`src/rtl/tdm_demux1_4.sv`:
```
// -----------------------------------------------------------------------------
// tdm_demux1_4
//
// Splits a serial time-division-multiplexed stream into four parallel channels.
// The receiver hunts for a frame_start marker. It then collects slots 0..3 into
// a shadow store. When the fourth slot arrives, all four channel outputs update
// together in one edge.
//
// Ports
//   clk          : single clock, all state changes on the rising edge
//   rst          : asynchronous active-high reset
//   din          : serial slot data, WIDTH bits
//   din_valid    : din carries a slot this cycle; when low, din and frame_start are ignored
//   frame_start  : qualified by din_valid, marks din as slot 0
//   out0..out3   : registered channel outputs, last complete frame
//   frame_valid  : one-cycle pulse when out0..out3 have just updated
//   slot_idx     : index of the next slot expected
//   sync_err     : one-cycle pulse on a framing violation
//   locked       : high while the receiver is aligned to a frame (COLLECT)
// -----------------------------------------------------------------------------
module tdm_demux1_4 #(
  parameter int WIDTH = 1
) (
  input  logic             clk,
  input  logic             rst,
  input  logic [WIDTH-1:0] din,
  input  logic             din_valid,
  input  logic             frame_start,
  output logic [WIDTH-1:0] out0,
  output logic [WIDTH-1:0] out1,
  output logic [WIDTH-1:0] out2,
  output logic [WIDTH-1:0] out3,
  output logic             frame_valid,
  output logic [1:0]       slot_idx,
  output logic             sync_err,
  output logic             locked
);

  typedef enum logic [0:0] {
    HUNT    = 1'b0,
    COLLECT = 1'b1
  } state_t;

  state_t           state_r;
  logic [1:0]       slot_idx_r;
  // Slot 3 needs no shadow entry: it goes straight from din to out3.
  logic [WIDTH-1:0] shadow0_r;
  logic [WIDTH-1:0] shadow1_r;
  logic [WIDTH-1:0] shadow2_r;
  logic [WIDTH-1:0] out0_r;
  logic [WIDTH-1:0] out1_r;
  logic [WIDTH-1:0] out2_r;
  logic [WIDTH-1:0] out3_r;
  logic             frame_valid_r;
  logic             sync_err_r;
  logic             locked_r;

  // Framing FSM: slot capture, frame publication, error pulses and lock flag.
  always_ff @(posedge clk or posedge rst) begin
    if (rst) begin
      state_r       <= HUNT;
      slot_idx_r    <= 2'd0;
      shadow0_r     <= {WIDTH{1'b0}};
      shadow1_r     <= {WIDTH{1'b0}};
      shadow2_r     <= {WIDTH{1'b0}};
      out0_r        <= {WIDTH{1'b0}};
      out1_r        <= {WIDTH{1'b0}};
      out2_r        <= {WIDTH{1'b0}};
      out3_r        <= {WIDTH{1'b0}};
      frame_valid_r <= 1'b0;
      sync_err_r    <= 1'b0;
      locked_r      <= 1'b0;
    end else begin
      // The pulse outputs stay high for one cycle only.
      frame_valid_r <= 1'b0;
      sync_err_r    <= 1'b0;
      if (din_valid) begin
        case (state_r)
          HUNT: begin
            if (frame_start) begin
              shadow0_r  <= din;
              slot_idx_r <= 2'd1;
              state_r    <= COLLECT;
              locked_r   <= 1'b1;
            end else begin
              // Unaligned data is dropped silently while hunting.
              slot_idx_r <= 2'd0;
            end
          end
          COLLECT: begin
            if (frame_start) begin
              // A marker inside a frame is a resync. It abandons the partial
              // frame but is not lost, because this slot becomes slot 0.
              if (slot_idx_r != 2'd0) begin
                sync_err_r <= 1'b1;
              end else begin
                sync_err_r <= 1'b0;
              end
              shadow0_r  <= din;
              slot_idx_r <= 2'd1;
            end else if (slot_idx_r == 2'd0) begin
              // Slot 0 was expected but no marker came, so alignment is lost.
              sync_err_r <= 1'b1;
              state_r    <= HUNT;
              locked_r   <= 1'b0;
            end else begin
              case (slot_idx_r)
                2'd1: begin
                  shadow1_r  <= din;
                  slot_idx_r <= 2'd2;
                end
                2'd2: begin
                  shadow2_r  <= din;
                  slot_idx_r <= 2'd3;
                end
                2'd3: begin
                  out0_r        <= shadow0_r;
                  out1_r        <= shadow1_r;
                  out2_r        <= shadow2_r;
                  out3_r        <= din;
                  frame_valid_r <= 1'b1;
                  slot_idx_r    <= 2'd0;
                end
                default: begin
                  slot_idx_r <= 2'd0;
                end
              endcase
            end
          end
          default: begin
            state_r    <= HUNT;
            slot_idx_r <= 2'd0;
            locked_r   <= 1'b0;
          end
        endcase
      end else begin
        // An idle cycle holds all state. Only the pulses above fall back to 0.
        state_r <= state_r;
      end
    end
  end

  assign out0        = out0_r;
  assign out1        = out1_r;
  assign out2        = out2_r;
  assign out3        = out3_r;
  assign frame_valid = frame_valid_r;
  assign slot_idx    = slot_idx_r;
  assign sync_err    = sync_err_r;
  assign locked      = locked_r;

endmodule

```
`config.mk`:
```
export PLATFORM = sky130hd
export DESIGN_NAME = tdm_demux1_4
export DESIGN_NICKNAME = d
export VERILOG_FILES = /design/src/rtl/tdm_demux1_4.sv
export SDC_FILE = /design/constraint.sdc
export NUM_CORES = 1
export LEC_CHECK = 0
export ABC_AREA = 1
export CORE_MARGIN = 1
export CORE_UTILIZATION = 40
export DETAILED_ROUTE_END_ITERATION = 10
export DONT_BUFFER_PORTS = 1
export SLEW_MARGIN = 10
export SYNTH_ARGS = -nofsm -noshare
export SYNTH_HDL_FRONTEND = slang
export SYNTH_SLANG_ARGS = --single-unit
```
`constraint.sdc`:
```
create_clock -name clk -period 1.58 [get_ports clk]
set_input_delay 0.316 -clock clk [delete_from_list [all_inputs] [get_ports clk]]
set_output_delay 0.316 -clock clk [all_outputs]
set_load 0.1 [all_outputs]
```
==> reports/results.tsv <==
metric	value	unit
yosys_warnings	0	
die_h	43.3	um
cp-start-kind	register	
yosys.area_share.xor_xnor	0	
grt_pass1_vias	466	
clock-sinks	13	
synth.top_cell.area_share	0.478	
reg2reg_depth	9	
avgSynthCellArea	8.51	um^2
post-route-util	0.533	
syn_inst	80	
final_cell_mix	nand2_1, dfrtp_1, nand3_1, buf_4, inv_1	
synth_top_family_by_area	simple AND/OR/NAND/NOR gates	
overflow	0	
finalWirelength	1.23	mm
fin_setup_tns	0	ns
fin_nets	108	
vias	514	
synth.cell_area	681	um^2
met2_usage	0.209	
ys_seq_elements	13	
fmax	685	MHz
relSlewSlack	0.671	
rr_endpoint	out2	
crit_arrival	1.67	ns
status	complete, no violations	
dp_hpwl	954	um
first_pass_iters	2	
r2r_setup_slack	0.12	ns
grt_start_max_net_pins	14	
die_area	1870	um^2
final_common_cell	nand2_1	
portBuffers	0	
period_needed	1.46	ns
numCtsBuffers	3	
yosys.area_share.simple	0.336	
setup_viol	0	
diodes	0	
use_met1	0.223	
grtUsageMet3	0.0553	
synth_area_leaders	dfrtp_1, nand2_1, ha_1, nand3_1, inv_1	
viasPerCell	4.63	
ant_nets	0	
routabilityCongestion	0.718	
cp-endpoint	out2	
start_util	0.442	
fin_skew	0.00976	ns
grt_pass1_wl	2.10	mm
crit_path_end_kind	register	
cts_tree	built	
slew_viol_final	0	
synth_top_cell_by_area	dfrtp_1	
wl_per_cell	11.1	um
drive_gt1_frac	0.221	
die_width	43.3	um
cts_root_buffer	clkbuf_4	
crit_type	reg2reg	
grtUsageTotal	0.159	
antenna_found_initial	0	
clockBufferDepth	2	
fp.coreArea	1540	um^2
seq_area_frac_synth	0.478	
drt-initial-drc-count	5	
areaGrowthSynthToFinish	20.8	%
ys_types	11	
tightest_slew	0.493	ns
required	1.79	ns
htreeDepth	1	
yosys.area_share.adder	0.129	
r2r_start	slot_idx[1]	
clk_pin_slew_worst_paths	0.09	ns
crit_fanout	9	
hold_viol_final	0	
fin_crit_sh	0.924	
worstSetupStartpoint	slot_idx[1]	
cap_violations	0	
synthMuxAreaShare	0	
pin_count	14	
busiest_layer	met1	
synth_fp_nets	92	
num_rows	14	
drc	0	
grt_setup_unrepaired	false	
insertion_delay	0.28	ns
hold_path_class	in2reg	
worst_hold_startpoint	din	
nFillCells	152	
synth-compound-area-share	0.00735	
## repair_timing
item / CTS / global route
resized for setup: 0 / 0
hold buffers: 1 / 0
setup buffers: 0 / 0
hold endpoints to repair: 13 / 0
## metrics by stage
stage	setup WS (ns)	std cells	cell area (um^2)	hold WS (ns)
global placement	0.181	106	786	0.264
floorplan	0.00454	80	691	0.193
finish	0.120	111	822	0.151
global route	0.0361	111	822	0.159
CTS	0.111	111	822	0.145
detailed placement	0.146	106	786	0.262
## registers in the layout (all words and copies together) (netlist names)
name and cells:
out2 1, locked 1, slot_idx 2, frame_valid 1
shadow1_r 1, out1 1, shadow2_r 1, shadow0_r 1
state_r 1, out0 1, out3 1, sync_err 1
## layer usage
layer | vias up | part of all wire
met3 | 2 | 0.053
met4 | 0 | 0.0081
met2 | 13 | 0.41
li1 | 278 | -
met5 | - | 0
met1 | 221 | 0.53
## Yosys cell counts
master	number
nand2_1	33
inv_1	9
nor2_8	1
dfrtp_1	13
nand2_4	1
nand3_1	10
nor2_1	3
ha_1	7
or2_0	1
o21ai_0	1
nand2_2	1
## worst min path at each step
| stage | endpoint | slack, ns | depth (start not counted) |
|---|---|---|---|
| global placement | sync_err | 0.26 | 1 |
| global route | shadow0_r | 0.16 | 2 |
| detailed placement | frame_valid | 0.26 | 1 |
| finish | shadow0_r | 0.15 | 2 |
| floorplan | frame_valid | 0.19 | 1 |
| CTS | shadow0_r | 0.15 | 2 |
## cell type report
class | instances | area, um^2 | share of cell area
inverter | 9 | 33.8 | 0.0411
timing repair buffer | 11 | 85.1 | 0.104
tap | 16 | 20.0 | 0.0244
clock buffer | 4 | 26.3 | 0.0320
sequential | 13 | 333 | 0.405
multi-input combinational | 58 | 324 | 0.394
## logic make-up (layout without fill, tap and decap cells)
| group | Yosys count | after routing |
|---|---|---|
| flip-flops | 13 | 13 |
| adder cells (fa/ha/maj) | 7 | 7 |
| AND/OR/NAND/NOR | 50 | 50 |
| AO/OA/AOI/OAI | 1 | 1 |
| buffers and inverters | 9 | 24 |
## critical path, cell delays in order (launching register included)
cell	delay, ns
dfrtp_4	0.51
inv_2	0.07
ha_2	0.20
inv_1	0.05
ha_1	0.17
inv_1	0.14
nor2_8	0.06
nand2_2	0.08
nand2_1	0.06
nand2_1	0.06
Power is not shown: default switching activity piles up to over one toggle a cycle in this logic, so the estimate is an artifact.
==> RTL change (same settings) <==
Register the inputs `din`, `din_valid` and `frame_start` before use. The logic sees them one clock later. Comments in the files are not updated.
--- a/src/rtl/tdm_demux1_4.sv
+++ b/src/rtl/tdm_demux1_4.sv
@@ -41,6 +41,16 @@
     COLLECT = 1'b1
   } state_t;
 
+  logic [WIDTH-1:0] din_q;
+  logic din_valid_q;
+  logic frame_start_q;
+
+  always_ff @(posedge clk) begin
+    din_q         <= din;
+    din_valid_q   <= din_valid;
+    frame_start_q <= frame_start;
+  end
+
   state_t           state_r;
   logic [1:0]       slot_idx_r;
   // Slot 3 needs no shadow entry: it goes straight from din to out3.
@@ -74,11 +84,11 @@
       // The pulse outputs stay high for one cycle only.
       frame_valid_r <= 1'b0;
       sync_err_r    <= 1'b0;
-      if (din_valid) begin
+      if (din_valid_q) begin
         case (state_r)
           HUNT: begin
-            if (frame_start) begin
-              shadow0_r  <= din;
+            if (frame_start_q) begin
+              shadow0_r  <= din_q;
               slot_idx_r <= 2'd1;
               state_r    <= COLLECT;
               locked_r   <= 1'b1;
@@ -88,7 +98,7 @@
             end
           end
           COLLECT: begin
-            if (frame_start) begin
+            if (frame_start_q) begin
               // A marker inside a frame is a resync. It abandons the partial
               // frame but is not lost, because this slot becomes slot 0.
               if (slot_idx_r != 2'd0) begin
@@ -96,7 +106,7 @@
               end else begin
                 sync_err_r <= 1'b0;
               end
-              shadow0_r  <= din;
+              shadow0_r  <= din_q;
               slot_idx_r <= 2'd1;
             end else if (slot_idx_r == 2'd0) begin
               // Slot 0 was expected but no marker came, so alignment is lost.
@@ -106,18 +116,18 @@
             end else begin
               case (slot_idx_r)
                 2'd1: begin
-                  shadow1_r  <= din;
+                  shadow1_r  <= din_q;
                   slot_idx_r <= 2'd2;
                 end
                 2'd2: begin
-                  shadow2_r  <= din;
+                  shadow2_r  <= din_q;
                   slot_idx_r <= 2'd3;
                 end
                 2'd3: begin
                   out0_r        <= shadow0_r;
                   out1_r        <= shadow1_r;
                   out2_r        <= shadow2_r;
-                  out3_r        <= din;
+                  out3_r        <= din_q;
                   frame_valid_r <= 1'b1;
                   slot_idx_r    <= 2'd0;
                 end
Formal check against the unedited RTL: not equivalent (a bounded check fails within 4 cycles, from zero or initial values and one cycle with rst high).
==> RTL change against the original RTL <==
  * Die area grew 9.1%
  * Worst setup slack gained 0.076 ns
  * Via count grew 8.2%
  * Routed wire length shrank 4.3%
  * Final area grew 12%
  * Area after synthesis grew 9.6%
  * Sequential cell count grew 3
  * Hold slack lost 0.095 ns
  * Synthesized cell count grew 3.8%
  * Critical path type unchanged
  * Critical endpoint is now out1$_DFFE_PP0P_
  * Largest cell class unchanged
==> RTL change: results (changes against the original RTL) <==
- R2R depth: 5 (-4)
- Routed WL: 1180 µm (-4.3%)
- GRT Util Overall: 0.147 (-0.0126)
- Most frequent cells after synthesis: nand2_1 (33), dfrtp_1 (13), nand3_1 (9), ha_1 (7), inv_1 (7)
- Crit path capture: out1$_DFFE_PP0P_
- Asr flop ratio synth: 0.813 (-0.188)
- Net Count, Synth: 95 (+3.3%)
- Layout cells sized above 1: 0.268 (+0.0470)
- Met2 Use GR: 0.217 (+0.00844)
- Number of multi-input logic gates: 57 (-1.7%)
- Hold Path Stages: 0 (-2)
- Synthesis-to-finish area growth: 23.7%
- Max FO, Critical Path: 5 (-4)
- Status: finished clean
- HP Start: din_valid
- R2R Setup Slk: 0.20 ns (+0.08 ns)
- Nonclk buf count: 10 (-1)
- GR met3 Demand/Resource: 0.0360 (-0.0193)
- Number of DRC markers in iteration 0: 7 (+2)
- Final clock skew: 0.00236 ns (-0.00740 ns)
- Worst hold endpoint: din_valid_q$_DFF_P_
- Nets: 110 (+1.9%)
- Routed wl met2: 552 µm (+9.5%)
- Synth area leaders: dfrtp_1 (44%), nand2_1 (17%), ha_1 (12%), dfxtp_1 (8.1%), nand3_1 (6.0%)
- Syn Area/Cell: 8.98 µm² (+5.6%)
- First-pass GRT wire length: 2100 µm (-0.33%)
- CTS Sinks: 16 (+3)
- Drt pass-1 iters: 4 (+2)
- Filler cells: 190 (+25%)
- GR Layer Usage met1: 0.198 (-0.0251)
- Count of different cell masters after synthesis: 13 (+2)
-- RTL change: stage by stage --
step / cells / setup WS (ns) / total power [mW] / util / hold slack, ns
3_5_place_dp: 117 / 0.199 / 1.34 / 0.502 / 0.258
5_1_grt: 122 / 0.0929 / 1.70 / 0.528 / 0.0253
2_1_floorplan: 83 / 0.00779 / 1.19 / - / 0.193
3_3_place_gp: 117 / 0.225 / 1.34 / 0.502 / 0.257
6_report: 122 / 0.196 / 1.59 / 0.528 / 0.0564
4_1_cts: 122 / 0.191 / 1.61 / 0.528 / 0.0433
-- RTL change: worst max-delay path, stage by stage, from the launching register on --
cell,delay [ns]
dfrtp_4,0.43
buf_4,0.32
ha_1,0.35
nand2_4,0.08
nand2_1,0.06
nand2_1,0.05
-- RTL change: cells by family (layout without fill, tap and decap cells) --
logic type,after synthesis,after routing,share of synthesized area
adders and majority gates,7,7,0.117
DFF,16,16,0.517
buffers and inverters,10,24,0.0520
and+or+nand+nor,49,49,0.307
AOI/OAI and AO/OA,1,1,0.00670
